<file path="config.mk">
export PLATFORM = sky130hd
export DESIGN_NAME = cpu_step_ctrl_flat
export DESIGN_NICKNAME = d
export VERILOG_FILES = /design/src/rtl/cpu_dbg_pkg.sv /design/src/rtl/cpu_step_ctrl_if.sv /design/src/rtl/btn_debounce.sv /design/src/rtl/cpu_step_ctrl.sv /design/src/flat_wrapper.sv
export SDC_FILE = /design/constraint.sdc
export NUM_CORES = 1
export LEC_CHECK = 0
export CAP_MARGIN = 10
export CORE_MARGIN = 2
export CORE_UTILIZATION = 45
export CTS_CLUSTER_SIZE = 12
export DETAILED_ROUTE_END_ITERATION = 16
export MAX_ROUTING_LAYER = met4
export PLACE_DENSITY = 0.82
export SETUP_SLACK_MARGIN = 0.02
export SYNTH_ARGS = -nofsm -noshare
export SYNTH_HDL_FRONTEND = slang
export SYNTH_SLANG_ARGS = --single-unit
</file>
<file path="constraint.sdc">
create_clock -name CLK100MHZ -period 3.5 [get_ports CLK100MHZ]
set_clock_uncertainty 0.15 [all_clocks]
set_input_delay 1.05 -clock CLK100MHZ [delete_from_list [all_inputs] [get_ports CLK100MHZ]]
set_output_delay 1.05 -clock CLK100MHZ [all_outputs]
set_load 0.1 [all_outputs]
</file>
<file path="src/rtl/cpu_dbg_pkg.sv">
// Shared definitions for the CPU debug/step controller: state encodings and widths.
package cpu_dbg_pkg;

  typedef enum logic [1:0] {
    ST_IDLE  = 2'b00,
    ST_RUN   = 2'b01,
    ST_BURST = 2'b10,
    ST_HALT  = 2'b11
  } step_state_e;

  localparam int unsigned PC_W_DEF   = 32;
  localparam int unsigned STEP_CNT_W = 16;

  // A burst length of zero still issues one step.
  function automatic logic [7:0] burst_len(input logic [7:0] n);
    return (n == 8'd0) ? 8'd1 : n;
  endfunction

endpackage

</file>
<file path="src/rtl/cpu_step_ctrl_if.sv">
// CPU-side debug bus of the step controller: PC/breakpoint in, enable and status out.
interface cpu_step_ctrl_if
  import cpu_dbg_pkg::*;
#(
  parameter int unsigned PC_W = PC_W_DEF
);

  logic [PC_W-1:0]       pc;
  logic [PC_W-1:0]       bp_addr;
  logic                  bp_en;
  logic                  cpu_en;
  logic                  halted;
  logic [1:0]            state;
  logic [STEP_CNT_W-1:0] step_cnt;

  modport master (
    input  pc, bp_addr, bp_en,
    output cpu_en, halted, state, step_cnt
  );

  modport slave (
    output pc, bp_addr, bp_en,
    input  cpu_en, halted, state, step_cnt
  );

endinterface

</file>
<file path="src/rtl/btn_debounce.sv">
// Push-button conditioner: 2-flop synchronizer, stability counter, one-cycle press pulse.
module btn_debounce #(
  parameter int unsigned DEB_CYCLES = 1_000_000
) (
  input  logic clk,
  input  logic rst,
  input  logic btn_raw,
  output logic level,
  output logic press
);

  localparam int unsigned CW = (DEB_CYCLES > 1) ? $clog2(DEB_CYCLES) : 1;
  localparam logic [CW-1:0] CNT_LAST = CW'(DEB_CYCLES - 1);

  logic          sync1_q, sync2_q;
  logic          level_q, level_d;
  logic          press_q, press_d;
  logic [CW-1:0] cnt_q, cnt_d;

  // Counter tracks consecutive samples that disagree with the accepted level.
  always_comb begin
    level_d = level_q;
    cnt_d   = '0;
    if (sync2_q != level_q) begin
      if (cnt_q == CNT_LAST) begin
        level_d = sync2_q;
      end else begin
        cnt_d = cnt_q + 1'b1;
      end
    end
    press_d = level_d & ~level_q;
  end

  always_ff @(posedge clk or posedge rst) begin
    if (rst) begin
      sync1_q <= 1'b0;
      sync2_q <= 1'b0;
      level_q <= 1'b0;
      press_q <= 1'b0;
      cnt_q   <= '0;
    end else begin
      sync1_q <= btn_raw;
      sync2_q <= sync1_q;
      level_q <= level_d;
      press_q <= press_d;
      cnt_q   <= cnt_d;
    end
  end

  assign level = level_q;
  assign press = press_q;

endmodule

</file>
<file path="src/rtl/cpu_step_ctrl.sv">
// Run/step controller issuing one-cycle CPU clock-enable pulses.
// Optional PC breakpoint and HALT state built when CPU_STEP_CTRL_BREAKPOINT_EN is defined.
module cpu_step_ctrl
  import cpu_dbg_pkg::*;
#(
  parameter int unsigned TICK_DIV   = 100_000_000,
  parameter int unsigned DEB_CYCLES = 1_000_000,
  parameter int unsigned PC_W       = PC_W_DEF
) (
  input  logic             CLK100MHZ,
  input  logic             rst,
  input  logic             run_sw,
  input  logic             step_btn,
  input  logic [7:0]       burst_n,
  cpu_step_ctrl_if.master  dbg
);

  localparam int unsigned TW = (TICK_DIV > 1) ? $clog2(TICK_DIV) : 1;
  localparam logic [TW-1:0] TICK_LAST = TW'(TICK_DIV - 1);

  step_state_e           state_q, state_d;
  logic [TW-1:0]         tick_q, tick_d;
  logic [7:0]            remaining_q, remaining_d;
  logic                  cpu_en_q, cpu_en_d;
  logic [STEP_CNT_W-1:0] step_cnt_q, step_cnt_d;

  logic press;
  logic unused_btn_level;
  logic bp_hit;
  logic pulse_req;

  btn_debounce #(
    .DEB_CYCLES (DEB_CYCLES)
  ) u_btn (
    .clk     (CLK100MHZ),
    .rst     (rst),
    .btn_raw (step_btn),
    .level   (unused_btn_level),
    .press   (press)
  );

`ifdef CPU_STEP_CTRL_BREAKPOINT_EN
  logic [PC_W-1:0] pc_cmp, bp_cmp;
  assign pc_cmp     = dbg.pc;
  assign bp_cmp     = dbg.bp_addr;
  assign bp_hit     = dbg.bp_en && (pc_cmp == bp_cmp);
  assign dbg.halted = (state_q == ST_HALT);
`else
  logic [PC_W-1:0] unused_pc;
  logic            unused_bp_en;
  assign unused_pc    = dbg.pc ^ dbg.bp_addr;
  assign unused_bp_en = dbg.bp_en;
  assign bp_hit       = 1'b0;
  assign dbg.halted   = 1'b0;
`endif

  always_comb begin
    state_d     = state_q;
    tick_d      = tick_q;
    remaining_d = remaining_q;
    cpu_en_d    = 1'b0;
    pulse_req   = 1'b0;

    unique case (state_q)
      ST_IDLE: begin
        if (run_sw) begin
          state_d = ST_RUN;
          tick_d  = '0;
        end else if (press) begin
          state_d     = ST_BURST;
          remaining_d = burst_len(burst_n);
        end
      end
      ST_RUN: begin
        if (!run_sw) begin
          state_d = ST_IDLE;
        end else if (tick_q == TICK_LAST) begin
          tick_d    = '0;
          pulse_req = 1'b1;
        end else begin
          tick_d = tick_q + 1'b1;
        end
      end
      ST_BURST: begin
        pulse_req   = 1'b1;
        remaining_d = remaining_q - 8'd1;
        if (remaining_q <= 8'd1) begin
          state_d = ST_IDLE;
        end
      end
      ST_HALT: begin
        // Step past the breakpoint: this pulse bypasses the compare.
        if (press) begin
          cpu_en_d = 1'b1;
          tick_d   = '0;
          state_d  = run_sw ? ST_RUN : ST_IDLE;
        end
      end
      default: state_d = ST_IDLE;
    endcase

    // A hit overrides whatever transition RUN/BURST chose above.
    if (pulse_req) begin
      if (bp_hit) begin
        state_d     = ST_HALT;
        remaining_d = '0;
      end else begin
        cpu_en_d = 1'b1;
      end
    end

    step_cnt_d = step_cnt_q + STEP_CNT_W'(cpu_en_d);
  end

  always_ff @(posedge CLK100MHZ or posedge rst) begin
    if (rst) begin
      state_q     <= ST_IDLE;
      tick_q      <= '0;
      remaining_q <= '0;
      cpu_en_q    <= 1'b0;
      step_cnt_q  <= '0;
    end else begin
      state_q     <= state_d;
      tick_q      <= tick_d;
      remaining_q <= remaining_d;
      cpu_en_q    <= cpu_en_d;
      step_cnt_q  <= step_cnt_d;
    end
  end

  assign dbg.cpu_en   = cpu_en_q;
  assign dbg.state    = state_q;
  assign dbg.step_cnt = step_cnt_q;

endmodule

</file>
<file path="src/flat_wrapper.sv">
// flat-port wrapper written by rule: the top's interface ports become plain ports
module cpu_step_ctrl_flat import cpu_dbg_pkg::*;
#(
  parameter int unsigned TICK_DIV   = 100_000_000,
  parameter int unsigned DEB_CYCLES = 1_000_000,
  parameter int unsigned PC_W       = PC_W_DEF
)
  (CLK100MHZ, rst, run_sw, step_btn, burst_n, dbg_pc, dbg_bp_addr, dbg_bp_en, dbg_cpu_en, dbg_halted, dbg_state, dbg_step_cnt);
  cpu_step_ctrl_if #(.PC_W(PC_W)) dbg_i ();
  input  logic CLK100MHZ;
  input  logic rst;
  input  logic run_sw;
  input  logic step_btn;
  input  logic [7:0] burst_n;
  input wire logic [$bits(dbg_i.pc)-1:0] dbg_pc;
  input wire logic [$bits(dbg_i.bp_addr)-1:0] dbg_bp_addr;
  input wire logic [$bits(dbg_i.bp_en)-1:0] dbg_bp_en;
  output wire logic [$bits(dbg_i.cpu_en)-1:0] dbg_cpu_en;
  output wire logic [$bits(dbg_i.halted)-1:0] dbg_halted;
  output wire logic [$bits(dbg_i.state)-1:0] dbg_state;
  output wire logic [$bits(dbg_i.step_cnt)-1:0] dbg_step_cnt;
  assign dbg_i.pc = dbg_pc;
  assign dbg_i.bp_addr = dbg_bp_addr;
  assign dbg_i.bp_en = dbg_bp_en;
  assign dbg_cpu_en = dbg_i.cpu_en;
  assign dbg_halted = dbg_i.halted;
  assign dbg_state = dbg_i.state;
  assign dbg_step_cnt = dbg_i.step_cnt;
  cpu_step_ctrl #(.TICK_DIV(TICK_DIV), .DEB_CYCLES(DEB_CYCLES), .PC_W(PC_W)) u_core (.CLK100MHZ(CLK100MHZ), .rst(rst), .run_sw(run_sw), .step_btn(step_btn), .burst_n(burst_n), .dbg(dbg_i));
endmodule
</file>
==> impl_metrics.tcl, run 1 <==
set metrics [dict create \
    ys_seq_elements 78 \
    grt_antenna_before_repair 0 \
    track_usage 0.1910 \
    fp-row-count 34 \
    r2r_end "u_core.dbg.step_cnt[12]" \
    synth_edf_count 0 \
    drc 0 \
    dieHeight_um 99.25 \
    ant_nets 0 \
    worstPathRequired_ns 3.59 \
    n_fill_cell 764 \
    finalSetupViolCount 0 \
    tritoncts "built" \
    drive_above_1_share 0.1272 \
    design_area_mm2 0.004700 \
    critPathCapture "u_core.dbg.step_cnt[12]" \
    dp_hpwl_um 5846 \
    async_flop_share 1.000 \
    area_delta_synth_final_pct 15.11 \
    routed.top_layer "met4" \
    leakagePower_uw 0.002015 \
    insertedDiodeCount 0 \
    final_max_slew_viol_count 0 \
    ios 97 \
    max_freq_mhz 303.4 \
    setup.worst_path.start_class "flop" \
    powerDensity_mw_per_mm2 587.1 \
    cts_made_buffers 9 \
    slew_headroom 0.3708 \
    clkTransAtPathRegs_ns 0.08 \
    gp_congestion 0.8431 \
    core_area_mm2 0.008763 \
    wl_met3_um 339 \
    worstSetupPathType "reg2reg" \
    root_buffer "clkbuf_8" \
    wirelength_um 8455 \
    wl_per_cell_um 14.99 \
    ys_types 56 \
    synth_cells 415 \
    tightest_slew_ns 0.9352 \
    reg2regPathDepth 11 \
    cts_buffer_depth 2 \
    postSynthAreaPerCell_um2 9.838 \
    wirelength_met1_um 3839 \
    grt_pass1_vias 3205 \
    wl_met2_um 4137 \
    place_area_mm2 0.004461 \
    portBuffers 30 \
    r2r_slack_ns 0.20 \
    drv_cap 0 \
    die_w_um 99.25 \
    grt_pass1_wl_um 14670 \
    fin_nets 539 \
    ctsHtreeMaxLevel 3 \
    rsz0062_at_grt "yes" \
    vias_per_cell 5.709 \
    worst_setup_path_end_kind "flop" \
    clk_latency_ns 0.36 \
    layout.cells.most_common_list "dfrtp_1, nor2_1, nand2_1" \
    cp-startpoint "u_core.tick_q[10]" \
    hp-class "reg2reg" \
    start_util 0.4659 \
    vias 3220 \
    status "completed" \
    syn_area_mm2 0.004083 \
    finalCriticalPeriod_ns 3.296 \
    drt-initial-drc-count 122 \
    ys_warn_count 0 \
    ir_drop_mv 0.3639 \
    grt_max_degree 50 \
    hold_violations 0 \
    synth-seq-area-share 0.4781 \
    synthFlopType "dfrtp_1" \
    dieArea_mm2 0.009851 \
    p_total_uw 2759 \
    final.period_utilization 0.9417 \
    cts_sinks 78 \
    cts_setup_buffers 0 \
    r2r-start "u_core.tick_q[10]" \
    final_common_cell "dfrtp_1" \
    critPathMaxFanout 5 \
    cp.arrival_ns 3.39 \
    drt_first_pass_iters 4 \
    syn_nets 503 \
    grt_overflow 0 \
]
## repair_timing
action	in CTS	in global routing
setup endpoints to repair	0	6
hold buffers	0	0
gates resized for setup	0	3
## layer usage
layer | vias up | global-route usage
li1 | 1563 | -
met1 | 1577 | 0.2351
met2 | 64 | 0.2952
met3 | 16 | 0.04989
met4 | 0 | 0.08957
met5 | - | -
## cell families (layout without fill, tap and decap cells)
group,Yosys count,after routing,share of synthesized area
buffers and inverters,28,69,0.03647
and+or+nand+nor,189,189,0.2406
AOI/OAI and AO/OA,60,60,0.1048
muxes,6,6,0.01532
other,1,1,0.0009185
xor gates and xnor gates,42,42,0.09010
adders and majority gates,11,11,0.03371
DFF,78,78,0.4781
## registers in the layout, indices dropped and copies added (netlist names)
signal / count
u_core.tick_q: 27
u_core.u_btn.sync1_q: 1
u_core.u_btn.sync2_q: 1
u_core.dbg.state: 2
u_core.u_btn.cnt_q: 20
u_core.u_btn.level: 1
u_core.dbg.step_cnt: 16
u_core.u_btn.press: 1
u_core.remaining_q: 8
u_core.dbg.cpu_en: 1
## power breakdown
| part | switching [µW] | internal (µW) | total [µW] |
|---|---|---|---|
| combinational | 635 | 275 | 910 |
| clock | 343 | 421 | 764 |
| sequential | 94.5 | 991 | 1090 |
## Yosys cell counts, types with 2 or more instances
cell,n,area share
and3_2,2,0.0037
a31oi_1,18,0.028
nand4b_1,3,0.0064
a21oi_1,6,0.0074
nor2b_1,6,0.0092
nand4_1,15,0.023
nand2_1,34,0.031
or4_1,2,0.0037
nor4_1,4,0.0061
o211ai_1,5,0.0092
nor3_1,9,0.011
o21ai_0,6,0.0074
buf_4,2,0.0037
mux2i_1,4,0.0098
and4_1,4,0.0086
inv_1,14,0.013
ha_1,11,0.034
clkbuf_1,7,0.0064
xnor2_1,18,0.039
nor2_1,48,0.044
buf_6,2,0.0055
nand3b_1,8,0.015
o22a_1,6,0.013
o31ai_1,2,0.0037
mux2_2,2,0.0055
and2_1,4,0.0061
xor2_1,24,0.051
and3_1,10,0.015
a41oi_1,4,0.0086
nand3_1,28,0.034
or3_1,4,0.0061
o22ai_1,2,0.0031
dfrtp_1,78,0.48
## worst min path at each step
| stage | slack (ns) | to | cells after the start | start |
|---|---|---|---|---|
| 5_1_grt | 0.24 | u_core.u_btn.sync2_q | 0 | u_core.u_btn.sync1_q |
| 2_1_floorplan | 0.18 | u_core.u_btn.sync2_q | 0 | u_core.u_btn.sync1_q |
| 3_5_place_dp | 0.22 | u_core.u_btn.sync2_q | 0 | u_core.u_btn.sync1_q |
| 6_report | 0.23 | u_core.u_btn.sync2_q | 0 | u_core.u_btn.sync1_q |
| 3_3_place_gp | 0.21 | u_core.u_btn.sync2_q | 0 | u_core.u_btn.sync1_q |
| 4_1_cts | 0.23 | u_core.u_btn.sync2_q | 0 | u_core.u_btn.sync1_q |
## stage by stage
| step | instances | hold WS [ns] | setup slack (ns) | utilization | setup TNS, ns |
|---|---|---|---|---|---|
| finish | 564 | 0.2332 | 0.2042 | 0.5363 | 0 |
| global route | 564 | 0.2447 | -0.0001292 | 0.5363 | -0.0001292 |
| CTS | 564 | 0.2329 | 0.1382 | 0.5346 | 0 |
| detailed placement | 548 | 0.2157 | 0.02707 | 0.5090 | 0 |
| global placement | 548 | 0.2142 | 0.1047 | 0.5090 | 0 |
| floorplan | 415 | 0.1812 | 0.07759 | - | 0 |
## critical path, stage by stage, from the launching register on
cell and delay [ns]:
dfrtp_1 0.45, or4b_1 0.51, or4_1 0.40, or3_1 0.34, o21bai_1 0.14, a22o_1 0.21
ha_1 0.21, ha_1 0.22, nand2_1 0.11, nor3_2 0.20, nand2_1 0.11, xnor2_1 0.13
## final cells by class
| class | instances | area (µm²) | share of cell area |
|---|---|---|---|
| multi-input cells | 309 | 2002 | 0.4260 |
| flip-flops and latches | 78 | 1953 | 0.4156 |
| repair buffers | 39 | 332.8 | 0.07082 |
| clock buffers | 11 | 141.4 | 0.03009 |
| well taps | 108 | 135.1 | 0.02875 |
| clock inverters | 5 | 82.58 | 0.01757 |
| inverters | 14 | 52.55 | 0.01118 |
Note: power is estimated with default switching activity, not from simulation.
==> run 2, diff against run 1 <==
--- a/config.mk
+++ b/config.mk
@@ -7,11 +7,11 @@
 export LEC_CHECK = 0
 export CAP_MARGIN = 10
 export CORE_MARGIN = 2
-export CORE_UTILIZATION = 45
+export CORE_UTILIZATION = 34
 export CTS_CLUSTER_SIZE = 12
 export DETAILED_ROUTE_END_ITERATION = 16
 export MAX_ROUTING_LAYER = met4
-export PLACE_DENSITY = 0.82
+export PLACE_DENSITY = 0.66
 export SETUP_SLACK_MARGIN = 0.02
 export SYNTH_ARGS = -nofsm -noshare
 export SYNTH_HDL_FRONTEND = slang
==> run 2 against run 1 <==
Non-clock buffer count grew 2. Largest power group unchanged. Power is 8.6% higher. Critical path type unchanged. First-iteration DRC count grew 57%. Clock-buffer cell count is the same. Global-route usage is 5.2 points lower. Sequential cell count is the same. Clock power up 32%.
==> impl_metrics.tcl, run 2 (synthesized netlist as in run 1, its figures left out) <==
set metrics [dict create \
    track_usage 0.1392 \
    fin_nets 541 \
    setup.worst_path.start_class "flop" \
    critPathMaxFanout 5 \
    tightest_slew_ns 0.9536 \
    portBuffers 30 \
    worstPathRequired_ns 3.57 \
    worst_setup_path_end_kind "flop" \
    crit_buf_inv 0 \
    p_total_uw 2996 \
    grt_max_degree 43 \
    clkTransAtPathRegs_ns 0.06 \
    r2r_end "u_core.dbg.step_cnt[10]" \
    drc 0 \
    drt-initial-drc-count 192 \
    tritoncts "built" \
    final-seq-area_mm2 0.001954 \
    grt_pass1_wl_um 14370 \
    cpPeakStageDelay_ns 0.54 \
    finalSetupViolCount 0 \
    slew_headroom 0.3584 \
    hold_path_depth 0 \
    max_freq_mhz 303.1 \
    ir_drop_mv 0.3787 \
    status "completed" \
    dieHeight_um 113.6 \
    fp-row-count 40 \
    clk_latency_ns 0.33 \
    rsz0062_at_grt "no" \
    largest_reg_flops 27 \
    drv_cap 0 \
    cpLargestDelayFamily "simple AND/OR/NAND/NOR gates" \
    final_common_cell "dfrtp_1" \
    ios 97 \
    ctsHtreeMaxLevel 3 \
    top_register "u_core.tick_q" \
    vias 3182 \
    final_max_slew_viol_count 0 \
    n_fill_cell 1131 \
    slowest_stage "or4b_4" \
    path_cells "or4b_4 -> or4_1 -> or3_4 -> o21bai_1 -> a22o_1 -> ha_1 -> ha_2 -> nand2_2 -> nor3_4 -> nand2_1 -> xnor2_1" \
    insertedDiodeCount 0 \
    drive_above_1_share 0.1379 \
    vias_per_cell 5.268 \
    ant_nets 0 \
    finalCriticalPeriod_ns 3.300 \
    powerDensity_mw_per_mm2 616.7 \
    grt_pass1_vias 3066 \
    grt_antenna_before_repair 0 \
    gp_congestion 0.7863 \
    hold_end "u_core.u_btn.sync2_q" \
    r2r_slack_ns 0.20 \
    layout.cells.most_common_list "dfrtp_1, nor2_1, nand2_1" \
    leakagePower_uw 0.002094 \
    wirelength_um 8398 \
    area_delta_synth_final_pct 19.00 \
    drt_first_pass_iters 4 \
    start_util 0.3442 \
    cp.arrival_ns 3.37 \
    fin_setup_tns_ns 0 \
    hold_violations 0 \
    cts_made_buffers 9 \
    core_area_mm2 0.01186 \
    final.period_utilization 0.9428 \
    hp-start "u_core.u_btn.sync1_q" \
    grt_overflow 0 \
    reg2regPathDepth 11 \
    cts_sinks 78 \
    r2r-start "u_core.tick_q[10]" \
    die_w_um 113.6 \
    cts_buffer_depth 2 \
    place_area_mm2 0.004499 \
    root_buffer "clkbuf_16" \
    wl_per_cell_um 13.90 \
    worstSetupPathType "reg2reg" \
    cp.depth 11 \
    hp-class "reg2reg" \
    dieArea_mm2 0.01290 \
    multi_input_area_mm2 0.002009 \
    design_area_mm2 0.004858 \
    dp_hpwl_um 5683 \
]
==> run 2: worst max path at each step <==
| stage | startpoint | end | slack, ns |
|---|---|---|---|
| 2_1_floorplan | u_core.dbg.state[0] | u_core.dbg.step_cnt[13] | 0.08 |
| 3_3_place_gp | run_sw | u_core.dbg.step_cnt[14] | 0.08 |
| 3_5_place_dp | run_sw | u_core.dbg.step_cnt[12] | 0.04 |
| 4_1_cts | u_core.tick_q[10] | u_core.dbg.step_cnt[12] | 0.05 |
| 5_1_grt | u_core.tick_q[10] | u_core.dbg.step_cnt[12] | 0.03 |
| 6_report | u_core.tick_q[10] | u_core.dbg.step_cnt[10] | 0.20 |
==> run 2: final cells by class <==
cell class	instances	share of cell area
inverters	14	0.01082
flip-flops and latches	78	0.4023
multi-input cells	309	0.4136
clock inverters	4	0.01442
well taps	147	0.03786
clock buffers	11	0.05202
repair buffers	41	0.06902
==> run 2: per-stage QoR <==
step	hold WS [ns]	instances	setup slack [ns]	utilization
after floorplan	0.1812	415	0.07759	-
after global placement	0.1901	588	0.07670	0.3793
after detailed placement	0.1905	588	0.04338	0.3793
after CTS	0.2032	603	0.05307	0.4065
after global routing	0.2065	604	0.02564	0.4096
final	0.1991	604	0.2003	0.4096
==> run 2: worst register-to-register path: stages, from the launching register on <==
cell and delay, ns:
dfrtp_2 0.43, or4b_4 0.54, or4_1 0.43, or3_4 0.35, o21bai_1 0.15, a22o_1 0.20, ha_1 0.19, ha_2 0.21
nand2_2 0.10, nor3_4 0.22, nand2_1 0.09, xnor2_1 0.13
==> run 2: power breakdown <==
part	total (µW)	internal, µW	leakage, µW	switching [µW]
clock	1010	656	0.000161	351
combinational	906	276	0.000884	630
sequential	1080	993	0.00105	90.5
total	3000	1930	0.00209	1070
==> run 2: repair_timing <==
action	in CTS	in global routing
buffers inserted	0	1
hold buffers	0	0
setup endpoints to repair	0	5
resized for setup	0	8
hold endpoints to repair	0	0
==> run 2: per-layer routing <==
layer / global-route usage / vias to the layer above / routed length, µm
met5: - / - / 0
met2: 0.2168 / 48 / 4029
met4: 0.05041 / 0 / 103
li1: - / 1560 / -
met3: 0.02763 / 9 / 233
met1: 0.1819 / 1565 / 4032
==> run 3, diff against run 2 <==
--- a/config.mk
+++ b/config.mk
@@ -6,12 +6,13 @@
 export NUM_CORES = 1
 export LEC_CHECK = 0
 export CAP_MARGIN = 10
+export CORE_ASPECT_RATIO = 1.2
 export CORE_MARGIN = 2
-export CORE_UTILIZATION = 34
+export CORE_UTILIZATION = 45
 export CTS_CLUSTER_SIZE = 12
 export DETAILED_ROUTE_END_ITERATION = 16
 export MAX_ROUTING_LAYER = met4
-export PLACE_DENSITY = 0.66
+export PLACE_DENSITY = 0.82
 export SETUP_SLACK_MARGIN = 0.02
 export SYNTH_ARGS = -nofsm -noshare
 export SYNTH_HDL_FRONTEND = slang
==> run 3 against run 2 <==
Fmax decreased by 0.44%. Design area decreased by 1.9%. Final cell count decreased by 3.5%. Register-to-register slack about the same. Clock-buffer cell count decreased by 1. Clock power decreased by 30%. First-iteration DRC count increased by 4.2%. Non-clock buffer count increased by 5. Via count increased by 2.5%. Largest power group unchanged. Highest routed layer unchanged.
==> impl_metrics.tcl, run 3 (synthesized netlist as in run 1, its figures left out) <==
set metrics [dict create \
    fin_nets 546 \
    grt_max_degree 79 \
    slew_headroom 0.3389 \
    drc 0 \
    clkTransAtPathRegs_ns 0.09 \
    hp-class "reg2reg" \
    grt_pass1_wl_um 14790 \
    place_area_mm2 0.004493 \
    tightest_slew_ns 0.9826 \
    setup.worst_path.start_class "flop" \
    max_freq_mhz 301.7 \
    layout.cells.most_common_list "dfrtp_1, nor2_1, buf_4" \
    fp-row-count 38 \
    holdWs_ns 0.2589 \
    vias 3260 \
    hold_buffers 0 \
    design_area_mm2 0.004765 \
    place_ws_ns -0.08826 \
    hold_path_depth 0 \
    wl_per_cell_um 14.31 \
    die_w_um 90.95 \
    grt_antenna_before_repair 0 \
    r2r_end "u_core.dbg.step_cnt[10]" \
    ctsHtreeMaxLevel 3 \
    wirelength_um 8342 \
    powerDensity_mw_per_mm2 571.5 \
    cp-startpoint "u_core.tick_q[10]" \
    final_common_cell "dfrtp_1" \
    cts_sinks 78 \
    worst_slack_ns 0.1855 \
    ir_drop_mv 0.4816 \
    worstPathRequired_ns 3.60 \
    hold_violations 0 \
    ant_nets 0 \
    leakagePower_uw 0.002057 \
    status "completed" \
    cts_made_buffers 9 \
    ios 97 \
    drt-initial-drc-count 200 \
    finalSetupViolCount 0 \
    grt_overflow 0 \
    dieHeight_um 108.3 \
    reg2regPathDepth 11 \
    hp-start "u_core.u_btn.sync1_q" \
    largest_reg_flops 27 \
    n_fill_cell 806 \
    rsz0062_at_grt "no" \
    final.period_utilization 0.9470 \
    hold_end "u_core.u_btn.sync2_q" \
    portBuffers 30 \
    critPathMaxFanout 3 \
    gp_congestion 0.8610 \
    cts_buffer_depth 2 \
    vias_per_cell 5.592 \
    drv_cap 0 \
    dp_hpwl_um 5636 \
    r2r_slack_ns 0.19 \
    tritoncts "built" \
    core_area_mm2 0.008939 \
    area_delta_synth_final_pct 16.70 \
    dieArea_mm2 0.009854 \
    cp.arrival_ns 3.41 \
    grt_pass1_vias 3244 \
    insertedDiodeCount 0 \
    r2r-start "u_core.tick_q[10]" \
    final_max_slew_viol_count 0 \
    clk_latency_ns 0.36 \
    drt_first_pass_iters 4 \
    worstSetupPathType "reg2reg" \
    fin_setup_tns_ns 0 \
    track_usage 0.1924 \
    root_buffer "clkbuf_8" \
    finalCriticalPeriod_ns 3.314 \
    worst_setup_path_end_kind "flop" \
    drive_above_1_share 0.1512 \
    top_register "u_core.tick_q" \
    start_util 0.4567 \
]
[run 3: cell count changes in the layout (fill, tap and decap cells not counted), sizes merged]
cell      delta
bufinv       -1
clkinvlp     +2
buf          +5
inv          +1
clkbuf       -1
[run 3: routing by layer]
metal | vias to the layer above | global-route usage | wire (µm) | part of all wire
li1 | 1580 | - | - | -
met1 | 1597 | 0.2349 | 3708 | 0.44
met2 | 66 | 0.3016 | 4088 | 0.49
met3 | 17 | 0.05157 | 383 | 0.046
met4 | 0 | 0.08658 | 162 | 0.019
met5 | - | - | 0 | 0
[run 3: worst max-delay path by stage]
stage	to	slack (ns)	cells past startpoint
floorplan	u_core.dbg.step_cnt[13]	0.08	11
global placement	u_core.dbg.step_cnt[10]	0.08	10
detailed placement	u_core.dbg.step_cnt[10]	-0.09	10
CTS	u_core.dbg.step_cnt[14]	0.08	11
global route	u_core.dbg.step_cnt[10]	0.01	11
finish	u_core.dbg.step_cnt[10]	0.19	11
[run 3: worst max-delay path, cell delays in order, from the launching register on]
cell and delay, ns:
dfrtp_1 0.39, or4b_1 0.52, or4_1 0.43, or3_1 0.35
o21bai_1 0.17, a22o_1 0.23, ha_2 0.21, ha_2 0.20
nand2_2 0.09, nor3_4 0.23, nand2_1 0.10, xnor2_1 0.13
[run 3: cell type report]
class | instances | area [µm²] | share of cell area
multi-input cells | 309 | 2014 | 0.4228
flip-flops and latches | 78 | 1954 | 0.4102
repair buffers | 46 | 385.4 | 0.08088
well taps | 120 | 150.1 | 0.03151
clock buffers | 10 | 137.6 | 0.02889
clock inverters | 6 | 70.07 | 0.01471
inverters | 14 | 52.55 | 0.01103
[run 3: what timing repair did]
action	in CTS	in global routing
setup buffers	0	4
setup endpoints to repair	3	7
pin swaps	0	5
hold endpoints to repair	0	0
resized for setup	1	9
[run 3: stage by stage]
stage / utilization / cells / total power, µW
after floorplan: - / 415 / 1779
after global placement: 0.5027 / 563 / 1985
after detailed placement: 0.5027 / 563 / 2011
after CTS: 0.5265 / 579 / 2731
after global routing: 0.5330 / 583 / 2890
final: 0.5330 / 583 / 2723
[run 3: where the power goes]
part           leakage (µW)  total [µW]  switching (µW)  internal [µW]
sequential          0.00105        1080            91.7            991
combinational      0.000909         928             633            295
clock              0.000100         712             359            354
total               0.00206        2720            1080           1640
